==> src/rtl/serial_add_ctrl_pkg.sv <==
// Shared constants for the serial adder: FSM state encodings and slice width.
package serial_add_ctrl_pkg;

  typedef enum logic [1:0] {
    ST_IDLE = 2'd0,
    ST_RUN  = 2'd1,
    ST_DONE = 2'd2
  } state_t;

  localparam int unsigned SLICE_W = 2;

endpackage

==> src/rtl/serial_add_ctrl_add2_slice.sv <==
// 2-bit ripple-carry adder slice made of two full-adder cells.
module add2_slice
  import serial_add_ctrl_pkg::*;
(
  input  logic [SLICE_W-1:0] a,
  input  logic [SLICE_W-1:0] b,
  input  logic               cin,
  output logic [SLICE_W-1:0] s,
  output logic               cout
);

  logic c1;

  // Bit 0 full adder
  assign s[0] = a[0] ^ b[0] ^ cin;
  assign c1   = (a[0] & b[0]) | (cin & (a[0] ^ b[0]));

  // Bit 1 full adder
  assign s[1] = a[1] ^ b[1] ^ c1;
  assign cout = (a[1] & b[1]) | (c1 & (a[1] ^ b[1]));

endmodule

==> src/rtl/serial_add_ctrl.sv <==
// Multi-cycle WIDTH-bit adder: one 2-bit slice reused for WIDTH/2 cycles,
// with start/busy/done handshake and held result registers.
module serial_add_ctrl
  import serial_add_ctrl_pkg::*;
#(
  parameter int unsigned WIDTH = 8
) (
  input  logic             clk,
  input  logic             reset,
  input  logic             start,
  input  logic [WIDTH-1:0] a,
  input  logic [WIDTH-1:0] b,
  input  logic             cin,
  output logic             busy,
  output logic             done,
  output logic [WIDTH-1:0] sum,
  output logic             cout
);

  localparam int unsigned STEPS = WIDTH / SLICE_W;
  localparam int unsigned CNT_W = (STEPS > 1) ? $clog2(STEPS) : 1;
  localparam logic [CNT_W-1:0] LAST = CNT_W'(STEPS - 1);

  state_t             state;
  logic [WIDTH-1:0]   op_a;
  logic [WIDTH-1:0]   op_b;
  logic [WIDTH-1:0]   acc;
  logic [WIDTH-1:0]   acc_next;
  logic               carry;
  logic [CNT_W-1:0]   cnt;
  logic [SLICE_W-1:0] slice_s;
  logic               slice_cout;

  add2_slice u_slice (
    .a    (op_a[SLICE_W-1:0]),
    .b    (op_b[SLICE_W-1:0]),
    .cin  (carry),
    .s    (slice_s),
    .cout (slice_cout)
  );

  // New slice result enters at the top; the accumulator fills LSB-first.
  assign acc_next = {slice_s, acc[WIDTH-1:SLICE_W]};

  always_ff @(posedge clk) begin
    if (reset) begin
      state <= ST_IDLE;
      op_a  <= '0;
      op_b  <= '0;
      acc   <= '0;
      carry <= 1'b0;
      cnt   <= '0;
      busy  <= 1'b0;
      done  <= 1'b0;
      sum   <= '0;
      cout  <= 1'b0;
    end else begin
      case (state)
        ST_IDLE: begin
          if (start) begin
            op_a  <= a;
            op_b  <= b;
            carry <= cin;
            cnt   <= '0;
            acc   <= '0;
            busy  <= 1'b1;
            state <= ST_RUN;
          end
        end
        ST_RUN: begin
          acc   <= acc_next;
          op_a  <= op_a >> SLICE_W;
          op_b  <= op_b >> SLICE_W;
          carry <= slice_cout;
          // Final step commits the result; the counter stops at LAST.
          if (cnt == LAST) begin
            sum   <= acc_next;
            cout  <= slice_cout;
            done  <= 1'b1;
            state <= ST_DONE;
          end else begin
            cnt <= cnt + CNT_W'(1);
          end
        end
        ST_DONE: begin
          done  <= 1'b0;
          busy  <= 1'b0;
          state <= ST_IDLE;
        end
        default: begin
          done  <= 1'b0;
          busy  <= 1'b0;
          state <= ST_IDLE;
        end
      endcase
    end
  end

endmodule

==> config.mk <==
export PLATFORM = sky130hd
export DESIGN_NAME = serial_add_ctrl
export DESIGN_NICKNAME = d
export VERILOG_FILES = /design/src/rtl/serial_add_ctrl_pkg.sv /design/src/rtl/serial_add_ctrl_add2_slice.sv /design/src/rtl/serial_add_ctrl.sv
export SDC_FILE = /design/constraint.sdc
export NUM_CORES = 1
export LEC_CHECK = 0
export ABC_AREA = 1
export BUFFER_PORTS_ARGS = -buffer_cell sky130_fd_sc_hd__buf_4
export CAP_MARGIN = 0
export CELL_PAD_IN_SITES_DETAIL_PLACEMENT = 1
export CELL_PAD_IN_SITES_GLOBAL_PLACEMENT = 1
export CORE_UTILIZATION = 30
export DETAILED_ROUTE_END_ITERATION = 10
export PLACE_DENSITY_LB_ADDON = 0.1
export SLEW_MARGIN = 0
export SYNTH_ARGS = -nofsm -noshare
export SYNTH_HDL_FRONTEND = slang
export SYNTH_SLANG_ARGS = --single-unit
==> constraint.sdc <==
create_clock -name clk -period 1.8 [get_ports clk]
set_input_delay 0.18 -clock clk [delete_from_list [all_inputs] [get_ports clk]]
set_output_delay 0.18 -clock clk [all_outputs]
set_load 0.005 [all_outputs]
==> results of run 1 <==
[final timing paths]
path,start,end,slack [ns],depth (start not counted)
max,op_a[0],acc[7],0.27,4
max reg2reg,op_a[0],acc[7],0.27,4
min,a[6],op_a[6],0.14,3
min reg2reg,acc[3],acc[3],0.47,2
[area by class of cell]
type                    instances  area (sq um)
inverters                       8         30.03
fillers                       624          2879
flip-flops and latches         38         760.7
multi-input cells             160         705.7
clock buffers                   6         82.58
well taps                      67         83.83
repair buffers                 35         262.8
clock inverters                 2         12.51
[state kept, by name (all words and copies together), names as in the netlist]
signal	flops
cout	1
cnt	2
sum	8
done	1
busy	1
acc	6
state	2
op_a	8
op_b	8
carry	1
[per-stage QoR]
stage | utilization (%) | power, mW | hold slack [ns] | worst slack (ns) | instance area (sq um)
2_1_floorplan | - | 1.051 | 0.2491 | 0.3422 | 1538
3_3_place_gp | 38.26 | 1.131 | 0.4419 | 0.3091 | 1843
3_5_place_dp | 38.26 | 1.134 | 0.4437 | 0.2696 | 1843
4_1_cts | 40.23 | 1.768 | 0.1334 | 0.2554 | 1938
5_1_grt | 40.23 | 1.829 | 0.1552 | 0.1945 | 1938
6_report | 40.23 | 1.734 | 0.1405 | 0.2699 | 1938
[per-layer routing]
metal	vias to the layer above	share of wire (%)	track usage [%]
met5	-	0	0
met4	0	1.3	7.051
met3	4	3.3	3.704
met2	25	49	27.62
met1	657	47	17.81
li1	742	-	-
[power by group]
group,switching (mW),total (mW),internal [mW],leakage [nW]
sequential,0.0249,0.907,0.882,0.311
combinational,0.113,0.201,0.0889,0.554
clock,0.318,0.626,0.308,0.0472
total,0.455,1.73,1.28,0.912
[worst max-delay path, cell delays in order, from the launching register on]
cell	delay, ns
dfxtp_1	0.33
fa_1	0.44
fa_1	0.51
nand2_1	0.06
a21oi_1	0.13
[cell usage in the layout (no fill, tap or decap), drive strengths merged]
cell and count:
a21oi 12, nand3 10, buf 35, clkbuf 6
nor2 37, o21ai 19, ha 1, dfxtp 38
fa 2, nand2 79, clkinv 1, inv 8
clkinvlp 1
[cell families after synthesis]
family / count (synthesis) / synth area share (%)
AOI/OAI and AO/OA: 31 / 10.09
adders and majority gates: 3 / 3.417
buffers and inverters: 16 / 4.637
DFF: 38 / 49.47
and+or+nand+nor: 126 / 32.38
==> flow_metrics.py, run 1 <==
metrics = {
    "routing": {
        "drc_errors": 0,
        "dr.pass1.iters": 4,
        "wl_per_cell_um": 11.74,
        "vias": 1428,
        "routed_wl_um": 3710,
        "drtIter0Drc": 67,
        "antenna_left": 0,
        "via_per_inst": 4.519,
    },
    "floorplanning": {
        "die_w_um": 73.60,
        "initial_core_util_pct": 31.92,
        "die-area_sq_um": 5416,
        "placement_rows": 25,
        "core-area_sq_um": 4817,
        "ioPinCount": 31,
        "die_height_um": 73.60,
    },
    "global_route": {
        "grt-ovfl-total": 0,
        "grt_max_degree": 25,
        "grt_pass1_vias": 1399,
        "grt_pass1_wl_um": 6348,
        "antenna_found_initial": 0,
        "grt_usage_pct": 15.66,
    },
    "sta": {
        "hold_viol_final": 0,
        "relSlewSlack_pct": 83.31,
        "drv_slew": 0,
        "fin_crit_ns": 1.530,
        "tns_ns": 0,
        "finClkSkew_ns": 0.01148,
        "rsz0062_at_grt": "no",
        "fin_crit_sh_pct": 85.00,
        "setup_viol": 0,
        "fmax_ghz": 0.6536,
        "worstMarginPinSlew_ns": 0.2495,
    },
    "cts": {
        "cts_buffer_depth": 2,
        "cts_tree": "built",
        "post_cts_buffers": 0,
        "post_cts_resize_count": 0,
        "clk_pin_slew_worst_paths_ns": 0.08,
        "clkLatencyLatePin_ns": 0.30,
        "cts_made_buffers": 5,
        "cts_root_buffer": "clkbuf_8",
        "htree_levels": 2,
        "cts_sinks": 38,
        "postCtsHoldBufs": 0,
    },
    "synthesis": {
        "synth_seq_cells": 38,
        "synth_top_cell_area_share_pct": 49.47,
        "synth_flop_cell": "dfxtp_1",
        "netlist_instances": 214,
        "syn_nets": 237,
        "ys_types": 16,
        "syn_area_sq_um": 1538,
        "synthArstFlopShare_pct": 0,
        "yosysSeqAreaShare_pct": 49.47,
        "yosysMostFrequentCell": "nand2_1",
        "synth_edf_count": 0,
        "yosys-top-cells-area": "dfxtp_1, nand2_1, nor2_1",
        "avgSynthCellArea_sq_um": 7.186,
        "synthTopCellsByCount": "nand2_1, dfxtp_1, nor2_1",
        "synth_area_leader_cell": "dfxtp_1",
        "ys_warn_count": 0,
    },
    "run": {
        "drv_cap": 0,
    },
    "critical_path": {
        "cp_max_fo": 2,
        "cp-end-kind": "flop",
        "path_class": "flop to flop",
        "cp.required_ns": 2.03,
        "start_kind": "flop",
        "worst_ep_arrival_time_ns": 1.76,
    },
    "power_and_ir_drop": {
        "p_per_area_nw_per_um2": 894.6,
        "p_leak_nw": 0.9122,
        "ir_worst_vdd_uv": 337.3,
    },
    "cells_and_area": {
        "final_cells": 316,
        "drive_gt1_share_pct": 18.88,
        "area_growth_pct": 26.04,
        "antenna_cells": 0,
        "fin_nets": 271,
    },
    "min_path": {
        "min_path_type": "input port to flop",
    },
    "placed_design": {
        "gp_congestion": 0.6564,
        "dp.cells": 308,
        "numPortBuffers": 30,
        "place_hpwl_um": 2546,
    },
    "outcome": {
        "outcome": "finished, final reports clean",
    },
}
(Power assumes the default switching activity.)
==> run 2: changes to the inputs <==
Settings changed: ABC_AREA 1 to default, GPL_TIMING_DRIVEN from default to 0.
==> run 2 against run 1 <==
First-iteration DRC count shrank 51%. Clock power increased by 45%. Largest cell class unchanged. Largest power group unchanged. Sequential cell count stayed put. Highest routed layer unchanged. Critical path type unchanged.
==> flow_metrics.py, run 2 <==
metrics = {
    "cells_and_area": {
        "drive_gt1_share_pct": 24.53,
        "fin_util_pct": 41.09,
        "fin_nets": 234,
        "antenna_cells": 0,
        "layout_commonest_cell": "dfxtp_1",
        "area_growth_pct": 29.99,
        "top_regs": "op_a x8, op_b x8, sum x8",
        "final_cell_mix": "dfxtp_1, buf_4, nor2_1",
    },
    "synthesis": {
        "synth_area_leader_cell": "dfxtp_1",
        "synth_top_family_by_area": "compound AO/OA/AOI/OAI gates",
        "synthArstFlopShare_pct": 0,
        "synthSimpleGateAreaFrac_pct": 19.06,
        "synthTopCellsByCount": "dfxtp_1, nor2_1, a21oi_1",
        "synth_seq_cells": 38,
        "avgSynthCellArea_sq_um": 8.751,
        "synthMuxAreaShare_pct": 0,
        "synth_compound_area_share_pct": 22.93,
        "syn_nets": 197,
        "synth_edf_count": 0,
        "synth-xor-area-share_pct": 0,
        "netlist_instances": 174,
        "synth_flop_cell": "dfxtp_1",
        "synth_top_cell_area_share_pct": 49.96,
        "syn_area_sq_um": 1523,
        "ys_types": 25,
        "yosysMostFrequentCell": "dfxtp_1",
        "yosys-top-cells-area": "dfxtp_1, a21oi_1, nor2_1",
        "synth_fa_ha_area_share_pct": 3.451,
        "yosysSeqAreaShare_pct": 49.96,
        "ys_warn_count": 0,
    },
    "sta": {
        "rsz0062_at_grt": "no",
        "tns_ns": 0,
        "hold_viol_final": 0,
        "fin_crit_ns": 1.603,
        "worstMarginPinSlew_ns": 0.6835,
        "fmax_ghz": 0.6239,
        "finClkSkew_ns": 0.007882,
        "drv_slew": 0,
        "setup_viol": 0,
        "relSlewSlack_pct": 54.43,
        "fin_crit_sh_pct": 89.05,
        "fin_ws_ns": 0.1971,
    },
    "power_and_ir_drop": {
        "seqPwrFrac_pct": 44.5,
        "p_leak_nw": 0.8027,
        "total_power_mw": 2.054,
        "p_clk_share_pct": 44.1,
        "switchingPower_mw": 0.4764,
        "p_int_mw": 1.578,
        "combPwrFrac_pct": 11.4,
        "p_per_area_nw_per_um2": 1038,
        "ir_worst_vdd_uv": 419.8,
        "switching_share_pct": 23.19,
    },
    "global_route": {
        "antenna_found_initial": 0,
        "grt_usage_pct": 17.08,
        "grt_max_degree": 13,
        "grt_pass1_vias": 1414,
        "grt_pass1_wl_um": 6672,
        "grt-ovfl-total": 0,
    },
    "cts": {
        "post_cts_buffers": 0,
        "cts_sinks": 38,
        "cts_root_buffer": "clkbuf_8",
        "cts_tree": "built",
        "cts_made_buffers": 5,
        "clk_pin_slew_worst_paths_ns": 0.08,
        "htree_levels": 2,
        "clkLatencyLatePin_ns": 0.29,
        "cts_buffer_depth": 2,
        "postCtsHoldBufs": 0,
    },
    "placed_design": {
        "numPortBuffers": 30,
        "gp_congestion": 0.7447,
        "pre_cts_ws_ns": 0.04564,
        "place_hpwl_um": 2939,
    },
    "critical_path": {
        "path_class": "flop to flop",
        "cp.required_ns": 1.97,
        "cp-end-kind": "flop",
        "start_kind": "flop",
        "reg2reg_slack_ns": 0.20,
        "r2r_cells": 4,
        "crit_path_max_incr_delay_ns": 0.47,
        "path_cells": "fa_1 -> fa_1 -> a22oi_1 -> nor2_1",
        "cpMostUsedCell": "fa_1",
        "crit_slowest_cell": "fa_1",
        "r2r-end": "acc[7]",
        "worst_ep_arrival_time_ns": 1.77,
        "r2r_start": "op_a[0]",
        "cp_max_fo": 2,
    },
    "routing": {
        "routed_wl_um": 4054,
        "drc_errors": 0,
        "wl_per_cell_um": 14.53,
        "drtIter0Drc": 33,
        "via_per_inst": 4.939,
        "antenna_left": 0,
        "dr.pass1.iters": 4,
        "vias": 1378,
    },
    "outcome": {
        "outcome": "finished, final reports clean",
    },
    "min_path": {
        "hold_path_depth": 3,
        "min_to": "op_b[7]",
        "min_path_type": "input port to flop",
        "worstHoldStart": "b[7]",
    },
    "floorplanning": {
        "core-area_sq_um": 4817,
        "die_w_um": 73.25,
        "initial_core_util_pct": 31.61,
        "die-area_sq_um": 5365,
        "placement_rows": 25,
        "die_height_um": 73.25,
        "ioPinCount": 31,
    },
    "run": {
        "drv_cap": 0,
    },
}
## run 2: changes by cell type after synthesis, sizes merged, moves of 3 or more
cell / change
nand2: -56
o21ai: -19
a211oi: +13
a21oi: +13
nor2: -11
a22oi: +10
inv: -6
buf: +3
## run 2: area by class of cell
type | instances | area, sq um
repair buffers | 30 | 225.2
well taps | 67 | 83.83
inverters | 2 | 7.507
plain buffers | 13 | 62.56
clock inverters | 2 | 60.06
fillers | 597 | 2838
flip-flops and latches | 38 | 760.7
clock buffers | 6 | 82.58
multi-input cells | 121 | 696.9
## run 2: repair_timing
item | CTS | global route
gates resized for setup | 0 | 1
hold endpoints to repair | 0 | 0
endpoints found under the setup margin | 0 | 1
## run 2: routing by layer
| metal | part of all wire (%) | GRT usage (%) | vias to the layer above |
|---|---|---|---|
| met1 | 42 | 18.69 | 666 |
| met3 | 2.8 | 4.144 | 6 |
| met5 | 0 | 0 | - |
| met2 | 53 | 31.48 | 25 |
| met4 | 1.5 | 6.536 | 0 |
| li1 | - | - | 681 |
## run 2: stage by stage
step,area (sq um),hold WS [ns],instances
6_report,1979,0.1393,279
5_1_grt,1979,0.1357,279
4_1_cts,1974,0.1297,279
3_5_place_dp,1832,0.4495,271
3_3_place_gp,1832,0.4330,271
2_1_floorplan,1523,0.3210,174
## run 2: worst max-delay path by stage
stage	from	end	slack, ns	cells past startpoint
after floorplan	op_a[0]	acc[7]	0.29	4
after global placement	state[1]	cnt[0]	0.09	3
after detailed placement	state[1]	cnt[0]	0.05	3
after CTS	state[1]	cnt[0]	0.03	3
after global routing	op_a[0]	acc[7]	0.08	4
final	op_a[0]	acc[7]	0.20	4
## run 2: power by group through the flow
| stage | logic, mW | registers [mW] | clock network [mW] |
|---|---|---|---|
| after global placement | 0.228 | 0.932 | 0 |
| after CTS | 0.238 | 0.914 | 0.930 |
| after global routing | 0.266 | 0.922 | 0.960 |
| final | 0.235 | 0.914 | 0.905 |
| after floorplan | 0.153 | 0.926 | 0 |
| after detailed placement | 0.237 | 0.934 | 0 |
## run 2: kinds of logic after synthesis
logic type,after synthesis
buf+inv,15
simple gates,67
compound gates,51
fa+ha+maj,3
flops,38
## run 2: worst max-delay path: cells and delay by family (launching register included)
kind,cells,cell delay (ns)
adder cells (fa/ha/maj),2,0.91
AND/OR/NAND/NOR,1,0.05
AO/OA/AOI/OAI,1,0.19
flip-flops,1,0.34
==> run 3: changes to the inputs <==
Settings changed: CELL_PAD_IN_SITES_DETAIL_PLACEMENT 1 to default, CELL_PAD_IN_SITES_GLOBAL_PLACEMENT 1 to default, PLACE_DENSITY_LB_ADDON 0.1 to default.
==> run 3 against run 2 <==
Final area fell by 2.1%. Sequential cell count stayed put. Die area is the same. Global-route usage is 2.9 points lower. Largest cell class unchanged. Critical path type unchanged. Critical endpoint is now cnt[0]. Register-to-register slack is essentially flat.
==> flow_metrics.py, run 3 (synthesis results as in run 2) <==
metrics = {
    "outcome": {
        "outcome": "finished, final reports clean",
    },
    "cells_and_area": {
        "antenna_cells": 0,
        "nFillCells": 520,
        "fin_nets": 234,
        "multi_input_area_sq_um": 691.9,
        "stdcell_area_sq_um": 1938,
        "area_growth_pct": 27.28,
        "drive_gt1_share_pct": 23.11,
        "regArea_sq_um": 760.7,
        "top_regs": "op_a x8, op_b x8, sum x8",
        "final_cell_mix": "dfxtp_1, buf_4, nor2_1",
        "layout_commonest_cell": "dfxtp_1",
    },
    "power_and_ir_drop": {
        "p_leak_nw": 0.7807,
        "ir_worst_vdd_uv": 562.8,
        "p_per_area_nw_per_um2": 953.2,
    },
    "floorplanning": {
        "core-area_sq_um": 4817,
        "placement_rows": 25,
        "die_w_um": 73.25,
        "die_height_um": 73.25,
        "initial_core_util_pct": 31.61,
        "die-area_sq_um": 5365,
        "ioPinCount": 31,
    },
    "global_route": {
        "grt_usage_pct": 14.17,
        "antenna_found_initial": 0,
        "grt-ovfl-total": 0,
        "grt_pass1_wl_um": 5540,
        "grt_max_degree": 12,
        "grt_pass1_vias": 1187,
    },
    "critical_path": {
        "r2r_cells": 3,
        "cp_max_fo": 9,
        "cp-end-kind": "flop",
        "r2r-end": "cnt[0]",
        "worst_ep_arrival_time_ns": 1.79,
        "path_class": "flop to flop",
        "cp.depth": 3,
        "endpoint": "cnt[0]",
        "path_cells": "nor3b_1 -> nor2_1 -> a31o_1",
        "r2r_start": "state[1]",
        "crit_path_max_incr_delay_ns": 0.71,
        "reg2reg_slack_ns": 0.19,
        "start_kind": "flop",
        "crit_buf_inv": 0,
        "critPathLaunch": "state[1]",
        "path_delay_family": "simple AND/OR/NAND/NOR gates",
        "cp.required_ns": 1.99,
        "crit_slowest_cell": "nor3b_1",
    },
    "cts": {
        "cts_made_buffers": 5,
        "cts_tree": "built",
        "cts_buffer_depth": 2,
        "htree_levels": 2,
        "cts_sinks": 38,
        "postCtsHoldBufs": 0,
        "cts_root_buffer": "clkbuf_8",
        "post_cts_buffers": 0,
        "clkLatencyLatePin_ns": 0.29,
        "clk_pin_slew_worst_paths_ns": 0.07,
        "post_cts_resize_count": 0,
    },
    "routing": {
        "routed_wl_um": 3406,
        "via_per_inst": 4.728,
        "wl_per_cell_um": 12.21,
        "drc_errors": 0,
        "drtIter0Drc": 58,
        "dr.pass1.iters": 4,
        "antenna_left": 0,
        "vias": 1319,
    },
    "sta": {
        "fin_crit_sh_pct": 89.28,
        "finClkSkew_ns": 0.003631,
        "worstMarginPinSlew_ns": 0.8138,
        "drv_slew": 0,
        "setup_viol": 0,
        "relSlewSlack_pct": 45.63,
        "tns_ns": 0,
        "rsz0062_at_grt": "no",
        "fmax_ghz": 0.6223,
        "hold_viol_final": 0,
        "fin_crit_ns": 1.607,
    },
    "placed_design": {
        "dpl_cell_area_sq_um": 1832,
        "gp_congestion": 0.7842,
        "numPortBuffers": 30,
        "place_hpwl_um": 2382,
    },
    "run": {
        "drv_cap": 0,
    },
    "min_path": {
        "min_path_type": "input port to flop",
    },
}
[run 3: cell count changes in the layout (fill, tap and decap cells not counted), sizes merged]
cell | before | now
clkbuf | 11 | 12
bufinv | 2 | 1
[run 3: area by class of cell]
class	count	area share, %
buffer	13	3.228
clock buffer	7	3.938
clock inverter	1	1.549
inverter	2	0.3873
multi-input combinational	121	35.70
sequential	38	39.25
tap	67	4.325
timing repair buffer	30	11.62
[run 3: per-layer routing]
metal	routed length [um]	global-route usage, %
met5	0	0
met3	186	4.282
met2	1462	20.68
met4	38	7.190
met1	1718	18.82
[run 3: worst register-to-register path, stage by stage, from the launching register on]
cell and delay (ns):
dfxtp_1 0.39, nor3b_1 0.71, nor2_1 0.15, a31o_1 0.25
[run 3: where the power goes]
part,leakage [nW],internal (mW),switching [mW]
combinational,0.417,0.101,0.126
sequential,0.311,0.884,0.0295
clock,0.0524,0.414,0.292
[run 3: worst min path at each step]
stage / start / slack [ns] / end / depth (start not counted)
floorplan: cin / 0.32 / carry / 2
global placement: a[7] / 0.43 / op_a[7] / 3
detailed placement: b[6] / 0.44 / op_b[6] / 3
CTS: b[6] / 0.13 / op_b[6] / 3
global route: b[2] / 0.14 / op_b[2] / 3
finish: b[6] / 0.13 / op_b[6] / 3
[run 3: stage by stage]
| step | worst slack [ns] | hold WS (ns) | std cells | power, mW | util, % |
|---|---|---|---|---|---|
| floorplan | 0.2943 | 0.3210 | 174 | 1.079 | - |
| global placement | 0.2393 | 0.4328 | 271 | 1.160 | 38.03 |
| detailed placement | 0.2044 | 0.4397 | 271 | 1.160 | 38.03 |
| CTS | 0.2027 | 0.1284 | 279 | 1.870 | 40.23 |
| global route | 0.08066 | 0.1372 | 279 | 1.937 | 40.23 |
| finish | 0.1929 | 0.1348 | 279 | 1.847 | 40.23 |
